File: config.mk
export PLATFORM = sky130hd
export DESIGN_NAME = ram_port_arbiter_flat
export DESIGN_NICKNAME = d
export VERILOG_FILES = /design/src/rtl/ram_port_arbiter_pkg.sv /design/src/rtl/ram_port_arbiter_if.sv /design/src/rtl/ram_port_arbiter_rr_arb2.sv /design/src/rtl/ram_port_arbiter.sv /design/src/flat_wrapper.sv
export SDC_FILE = /design/constraint.sdc
export NUM_CORES = 1
export LEC_CHECK = 0
export BUFFER_PORTS_ARGS = -buffer_cell sky130_fd_sc_hd__buf_2
export CORE_AREA = 2 2 114 116
export DETAILED_ROUTE_END_ITERATION = 6
export DIE_AREA = 0 0 116 118
export PLACE_DENSITY = 0.44
export SYNTH_ARGS = -nofsm -noshare
export SYNTH_HDL_FRONTEND = slang
export SYNTH_SLANG_ARGS = --single-unit
File: constraint.sdc
create_clock -name clk -period 2.4 [get_ports clk]
set_input_delay 0.12 -clock clk [delete_from_list [all_inputs] [get_ports clk]]
set_output_delay 0.12 -clock clk [all_outputs]
set_load 0.02 [all_outputs]
File: src/rtl/ram_port_arbiter_pkg.sv
// Shared types and helpers for the two-master RAM port arbiter.
package ram_arb_pkg;

  localparam int BYTES_PER_WORD = 4;

  typedef struct packed {
    logic [31:0] addr;
    logic        we;
    logic [3:0]  be;
    logic [31:0] wdata;
  } mem_req_t;

  typedef struct packed {
    logic        rvalid;
    logic [31:0] rdata;
    logic        err;
  } mem_rsp_t;

  typedef enum logic {
    OWNER_M0 = 1'b0,
    OWNER_M1 = 1'b1
  } owner_e;

  // Offset is relative to the window base; the extra bit lets a window of 2**32 bytes compare cleanly.
  function automatic logic in_window(input logic [31:0] off, input int unsigned addr_width);
    logic [32:0] window_bytes;
    window_bytes = 33'(BYTES_PER_WORD) << addr_width;
    return {1'b0, off} < window_bytes;
  endfunction

endpackage

File: src/rtl/ram_port_arbiter_if.sv
// Core-style req/gnt/rvalid master bus and the dp_ram port bus driven by the arbiter.
interface mem_bus_if;
  logic        req;
  logic        gnt;
  logic [31:0] addr;
  logic        we;
  logic [3:0]  be;
  logic [31:0] wdata;
  logic        rvalid;
  logic [31:0] rdata;
  logic        err;

  modport master (
    output req, addr, we, be, wdata,
    input  gnt, rvalid, rdata, err
  );

  modport slave (
    input  req, addr, we, be, wdata,
    output gnt, rvalid, rdata, err
  );
endinterface

interface ram_port_if #(
  parameter int ADDR_WIDTH = 8
);
  logic                  en;
  logic [ADDR_WIDTH-1:0] addr;
  logic                  we;
  logic [3:0]            be;
  logic [31:0]           wdata;
  logic [31:0]           rdata;

  modport master (
    output en, addr, we, be, wdata,
    input  rdata
  );

  modport slave (
    input  en, addr, we, be, wdata,
    output rdata
  );
endinterface

File: src/rtl/ram_port_arbiter_rr_arb2.sv
// Two-input round-robin arbiter; the priority pointer moves only when both inputs contend.
module rr_arb2 (
  input  logic       clk,
  input  logic       rst,
  input  logic [1:0] req,
  output logic [1:0] gnt
);

  logic ptr_q;  // 0: input 0 wins the next contention

  always_ff @(posedge clk) begin
    if (rst) begin
      ptr_q <= 1'b0;
    end else if (&req) begin
      ptr_q <= ~ptr_q;
    end
  end

  always_comb begin
    gnt = 2'b00;
    if (!rst) begin
      unique case (req)
        2'b01:   gnt = 2'b01;
        2'b10:   gnt = 2'b10;
        2'b11:   gnt = ptr_q ? 2'b10 : 2'b01;
        default: gnt = 2'b00;
      endcase
    end
  end

endmodule

File: src/rtl/ram_port_arbiter.sv
// Two-master arbiter and protocol adapter in front of one dp_ram port.
// Read data is returned one cycle after the grant; out-of-window accesses answer with err.
module ram_port_arbiter
  import ram_arb_pkg::*;
#(
  parameter int          ADDR_WIDTH = 8,
  parameter logic [31:0] BASE_ADDR  = 32'h0000_0000
) (
  input  logic           clk,
  input  logic           rst,
  mem_bus_if.slave       m0,
  mem_bus_if.slave       m1,
  ram_port_if.master     ram
);

  logic [1:0]  req;
  logic [1:0]  gnt;
  mem_req_t    m0_req;
  mem_req_t    m1_req;
  mem_req_t    sel_req;
  logic [31:0] off;
  logic        granted;
  logic        in_range;
  logic        access;

  logic        rsp_valid_q;
  owner_e      rsp_owner_q;
  logic        rsp_we_q;
  logic        rsp_err_q;
  logic        rsp_live;
  mem_rsp_t    m0_rsp;
  mem_rsp_t    m1_rsp;

  assign req = {m1.req, m0.req};

  rr_arb2 u_rr_arb2 (
    .clk (clk),
    .rst (rst),
    .req (req),
    .gnt (gnt)
  );

  assign m0.gnt = gnt[0];
  assign m1.gnt = gnt[1];

  assign m0_req = '{addr: m0.addr, we: m0.we, be: m0.be, wdata: m0.wdata};
  assign m1_req = '{addr: m1.addr, we: m1.we, be: m1.be, wdata: m1.wdata};

  assign sel_req  = gnt[1] ? m1_req : m0_req;
  assign granted  = |gnt;
  assign off      = sel_req.addr - BASE_ADDR;
  assign in_range = in_window(off, ADDR_WIDTH);
  assign access   = granted & in_range;

  // The RAM port stays fully quiet unless an in-window access is granted this cycle.
  assign ram.en    = access;
  assign ram.addr  = access ? off[ADDR_WIDTH+1:2] : '0;
  assign ram.we    = access & sel_req.we;
  assign ram.be    = access ? sel_req.be : 4'h0;
  assign ram.wdata = access ? sel_req.wdata : 32'h0;

  always_ff @(posedge clk) begin
    if (rst) begin
      rsp_valid_q <= 1'b0;
      rsp_owner_q <= OWNER_M0;
      rsp_we_q    <= 1'b0;
      rsp_err_q   <= 1'b0;
    end else if (granted) begin
      rsp_valid_q <= 1'b1;
      rsp_owner_q <= owner_e'(gnt[1]);
      rsp_we_q    <= sel_req.we;
      rsp_err_q   <= ~in_range;
    end else begin
      rsp_valid_q <= 1'b0;
      rsp_owner_q <= OWNER_M0;
      rsp_we_q    <= 1'b0;
      rsp_err_q   <= 1'b0;
    end
  end

  // A response still in flight when rst rises is dropped in that same cycle.
  assign rsp_live = rsp_valid_q & ~rst;

  // ram.rdata toggles every cycle; it only passes through during the owner's read response.
  always_comb begin
    m0_rsp = '0;
    m1_rsp = '0;
    if (rsp_live) begin
      if (rsp_owner_q == OWNER_M0) begin
        m0_rsp.rvalid = 1'b1;
        m0_rsp.err    = rsp_err_q;
        m0_rsp.rdata  = (rsp_we_q || rsp_err_q) ? 32'h0 : ram.rdata;
      end else begin
        m1_rsp.rvalid = 1'b1;
        m1_rsp.err    = rsp_err_q;
        m1_rsp.rdata  = (rsp_we_q || rsp_err_q) ? 32'h0 : ram.rdata;
      end
    end
  end

  assign m0.rvalid = m0_rsp.rvalid;
  assign m0.rdata  = m0_rsp.rdata;
  assign m0.err    = m0_rsp.err;
  assign m1.rvalid = m1_rsp.rvalid;
  assign m1.rdata  = m1_rsp.rdata;
  assign m1.err    = m1_rsp.err;

endmodule

File: src/flat_wrapper.sv
// flat-port wrapper written by rule: the top's interface ports become plain ports
module ram_port_arbiter_flat import ram_arb_pkg::*;
#(
  parameter int          ADDR_WIDTH = 8,
  parameter logic [31:0] BASE_ADDR  = 32'h0000_0000
)
  (clk, rst, m0_req, m0_addr, m0_we, m0_be, m0_wdata, m0_gnt, m0_rvalid, m0_rdata, m0_err, m1_req, m1_addr, m1_we, m1_be, m1_wdata, m1_gnt, m1_rvalid, m1_rdata, m1_err, ram_en, ram_addr, ram_we, ram_be, ram_wdata, ram_rdata);
  mem_bus_if m0_i ();
  mem_bus_if m1_i ();
  ram_port_if #(.ADDR_WIDTH(ADDR_WIDTH)) ram_i ();
  input  logic clk;
  input  logic rst;
  input wire logic [$bits(m0_i.req)-1:0] m0_req;
  input wire logic [$bits(m0_i.addr)-1:0] m0_addr;
  input wire logic [$bits(m0_i.we)-1:0] m0_we;
  input wire logic [$bits(m0_i.be)-1:0] m0_be;
  input wire logic [$bits(m0_i.wdata)-1:0] m0_wdata;
  output wire logic [$bits(m0_i.gnt)-1:0] m0_gnt;
  output wire logic [$bits(m0_i.rvalid)-1:0] m0_rvalid;
  output wire logic [$bits(m0_i.rdata)-1:0] m0_rdata;
  output wire logic [$bits(m0_i.err)-1:0] m0_err;
  input wire logic [$bits(m1_i.req)-1:0] m1_req;
  input wire logic [$bits(m1_i.addr)-1:0] m1_addr;
  input wire logic [$bits(m1_i.we)-1:0] m1_we;
  input wire logic [$bits(m1_i.be)-1:0] m1_be;
  input wire logic [$bits(m1_i.wdata)-1:0] m1_wdata;
  output wire logic [$bits(m1_i.gnt)-1:0] m1_gnt;
  output wire logic [$bits(m1_i.rvalid)-1:0] m1_rvalid;
  output wire logic [$bits(m1_i.rdata)-1:0] m1_rdata;
  output wire logic [$bits(m1_i.err)-1:0] m1_err;
  output wire logic [$bits(ram_i.en)-1:0] ram_en;
  output wire logic [$bits(ram_i.addr)-1:0] ram_addr;
  output wire logic [$bits(ram_i.we)-1:0] ram_we;
  output wire logic [$bits(ram_i.be)-1:0] ram_be;
  output wire logic [$bits(ram_i.wdata)-1:0] ram_wdata;
  input wire logic [$bits(ram_i.rdata)-1:0] ram_rdata;
  assign m0_i.req = m0_req;
  assign m0_i.addr = m0_addr;
  assign m0_i.we = m0_we;
  assign m0_i.be = m0_be;
  assign m0_i.wdata = m0_wdata;
  assign m0_gnt = m0_i.gnt;
  assign m0_rvalid = m0_i.rvalid;
  assign m0_rdata = m0_i.rdata;
  assign m0_err = m0_i.err;
  assign m1_i.req = m1_req;
  assign m1_i.addr = m1_addr;
  assign m1_i.we = m1_we;
  assign m1_i.be = m1_be;
  assign m1_i.wdata = m1_wdata;
  assign m1_gnt = m1_i.gnt;
  assign m1_rvalid = m1_i.rvalid;
  assign m1_rdata = m1_i.rdata;
  assign m1_err = m1_i.err;
  assign ram_en = ram_i.en;
  assign ram_addr = ram_i.addr;
  assign ram_we = ram_i.we;
  assign ram_be = ram_i.be;
  assign ram_wdata = ram_i.wdata;
  assign ram_i.rdata = ram_rdata;
  ram_port_arbiter #(.ADDR_WIDTH(ADDR_WIDTH), .BASE_ADDR(BASE_ADDR)) u_core (.clk(clk), .rst(rst), .m0(m0_i), .m1(m1_i), .ram(ram_i));
endmodule
==> impl_metrics.env <==
export IMPL_clk_latency_ns=0.22
export IMPL_clockBufferDepth=2
export IMPL_grt_max_degree=65
export IMPL_finalWorstPathRequiredPeriod_ns=2.03
export IMPL_synth_cells=224
export IMPL_die_w_um=116
export IMPL_portBuffers=285
export IMPL_ios=290
export IMPL_area_growth_pct=97.3
export IMPL_hold_path_class="in2reg"
export IMPL_cts_root_buf="clkbuf_16"
export IMPL_ant_nets=0
export IMPL_synth_area_per_cell_um2=7.56
export IMPL_crit_buf_inv=2
export IMPL_cp_required_ns=2.28
export IMPL_ys_warn_count=0
export IMPL_cp_max_fo=38
export IMPL_synth_nets=398
export IMPL_post_cts_resized=0
export IMPL_vias=2719
export IMPL_p_per_area_nw_per_um2=216
export IMPL_max_cap_viol_count=0
export IMPL_clock_sink_count=5
export IMPL_worstMarginPinSlew_ns=1.11
export IMPL_route_met3_wl_um=751
export IMPL_max_clock_freq_mhz=493
export IMPL_wl_mm=7.75
export IMPL_die_h_um=118
export IMPL_cts_buffers_inserted=3
export IMPL_initial_utilization_pct=13.6
export IMPL_cpLargestDelayFamily="simple AND/OR/NAND/NOR gates"
export IMPL_firstDrtPassIters=4
export IMPL_peakVddDrop_mv=0.125
export IMPL_critPathCaptureType="output pin"
export IMPL_yosys_top_cells_area="mux2i_1 (27%), and3_1 (24%), nor3_2 (17%), dfxtp_1 (5.9%), nor3_1 (4.7%)"
export IMPL_synth_top_area_share_pct=26.6
export IMPL_fin_ws_ns=0.371
export IMPL_viasPerCell=4.10
export IMPL_wl_met1_mm=2.69
export IMPL_setup_viol=0
export IMPL_n_antenna_cell=0
export IMPL_synth_area_um2=1690
export IMPL_final_hold_viol_count=0
export IMPL_rsz0062_at_grt="false"
export IMPL_cts_tree="done"
export IMPL_fin_skew_ns=0.000631
export IMPL_drc=0
export IMPL_final_common_cell="buf_2"
export IMPL_fp_dieArea_um2=13700
export IMPL_grt_antenna_before_repair=0
export IMPL_nets=666
export IMPL_crit_type="reg2out"
export IMPL_drt_iter0_drc=35
export IMPL_clk_pin_slew_ns=0.03
export IMPL_multi_input_area_um2=1450
export IMPL_place_congestion=0.733
export IMPL_top_layer="met4"
export IMPL_h_tree_depth=1
export IMPL_wire_per_inst_um=11.7
export IMPL_wl_met2_mm=4.21
export IMPL_drive_above_1_share_pct=66.8
export IMPL_grt_pass1_wl_mm=11.3
export IMPL_coreArea_um2=12400
export IMPL_status="complete, no violations"
export IMPL_cp_slowest_stage_delay_ns=0.32
export IMPL_grt_usage_pct=9.99
export IMPL_timing_rr_start="u_core.u_rr_arb2.ptr_q$_SDFFE_PP0N_"
export IMPL_final_seq_area_um2=100
export IMPL_grt_pass1_vias=2578
export IMPL_arrival_ns=1.91
export IMPL_rows=41
export IMPL_synth_seq_cells=5
export IMPL_layout_common_cells="buf_2 (285), and3_1 (64), mux2i_1 (45)"
export IMPL_synth_yosys_seq_area_share_pct=5.91
export IMPL_dp_hpwl_mm=6.48
export IMPL_worstHoldStart="rst"
export IMPL_power_leakage_nw=2.31
export IMPL_max_slew_margin_pct=26.0
export IMPL_fin_tns_setup_ns=0
export IMPL_cp_cell_sequence="nand2b_1 -> nand2b_2 -> buf_12 -> mux2i_1 -> nor3_1 -> buf_2"
export IMPL_start_kind="register"
export IMPL_postCtsSetupBuffers=0
export IMPL_grt_overflow=0
export IMPL_dp_slack_ns=0.454
export IMPL_n_fill_cell=1362
export IMPL_final_max_slew_viol_count=0
export IMPL_yosysUniqueCellTypes=24
export IMPL_holdBufCountCts=0
export IMPL_startpoint="u_core.u_rr_arb2.ptr_q$_SDFFE_PP0N_"
export IMPL_critical_path_slowest_cell="dfxtp_1"
export IMPL_yosys_area_top_type="mux2i_1"
export IMPL_period_share_pct=84.6
stage by stage:
stage                     utilization, %  hold WS [ns]  instances  total power [mW]  area, um^2
final                               26.9         0.136        663             0.721        3340
after global routing                26.9         0.155        663             0.771        3340
after CTS                           26.9         0.140        663             0.733        3340
after detailed placement            26.3         0.376        659             0.453        3260
after global placement              26.3         0.381        659             0.448        3260
after floorplan                        -         0.192        224             0.266        1690
cells by family (layout without fill, tap and decap cells):
group	after synthesis	after routing	share of synthesized area (%)
simple gates	139	139	55.8
xor+xnor	1	1	0.517
mux	45	45	26.6
buf+inv	31	298	9.76
flops	5	5	5.91
compound gates	3	3	1.40
state kept, by name, summed over array words and instances, names as in the netlist:
name,flops
u_core.rsp_owner_q,1
u_core.rsp_err_q,1
u_core.u_rr_arb2.ptr_q,1
u_core.rsp_we_q,1
u_core.rsp_valid_q,1
worst paths after layout:
kind              cells after the start  slack (ns)                                  end
setup / recovery                      6        0.37                        ram_wdata[31]
hold / removal                        2        0.14  u_core.u_rr_arb2.ptr_q$_SDFFE_PP0N_
setup reg to reg                      5        0.85          u_core.rsp_err_q$_SDFF_PP0_
hold reg to reg                       2        0.53  u_core.u_rr_arb2.ptr_q$_SDFFE_PP0N_
where the power goes:
part           total (mW)  internal, mW  switching, mW
logic               0.356         0.174          0.182
registers          0.0926        0.0894        0.00323
clock network       0.272         0.220         0.0521
total               0.721         0.484          0.237
synth_stat cells, drive strengths merged:
cell type	number
mux2i	45
nor3	45
nor4	10
nand2b	3
and3	64
xor2	1
nand4b	1
and2	3
nand2	1
o21bai	1
nor3b	1
buf	11
nor2	7
o211ai	1
inv	3
nand4	2
nor2b	1
and3b	1
o22a	1
dfxtp	5
clkbuf	17
worst reg2reg max path: cells and delay by family, from the launching register on:
kind / cells / cell delay [ns]
AOI/OAI and AO/OA: 2 / 0.33
buffers and inverters: 1 / 0.51
DFF: 1 / 0.35
and+or+nand+nor: 2 / 0.31
cell type report:
cell class,instances,share of cell area [%]
multi-input cells,188,43.4
inverters,3,0.337
clock buffers,4,2.36
well taps,172,6.44
repair buffers,291,44.4
flip-flops and latches,5,3.00
per-layer routing:
layer | up-vias | global-route usage [%]
li1 | 1365 | -
met3 | 6 | 1.65
met4 | 0 | 3.05
met2 | 171 | 21.2
met5 | - | 0
met1 | 1177 | 9.16
Note: power is estimated with default switching activity, not from simulation.
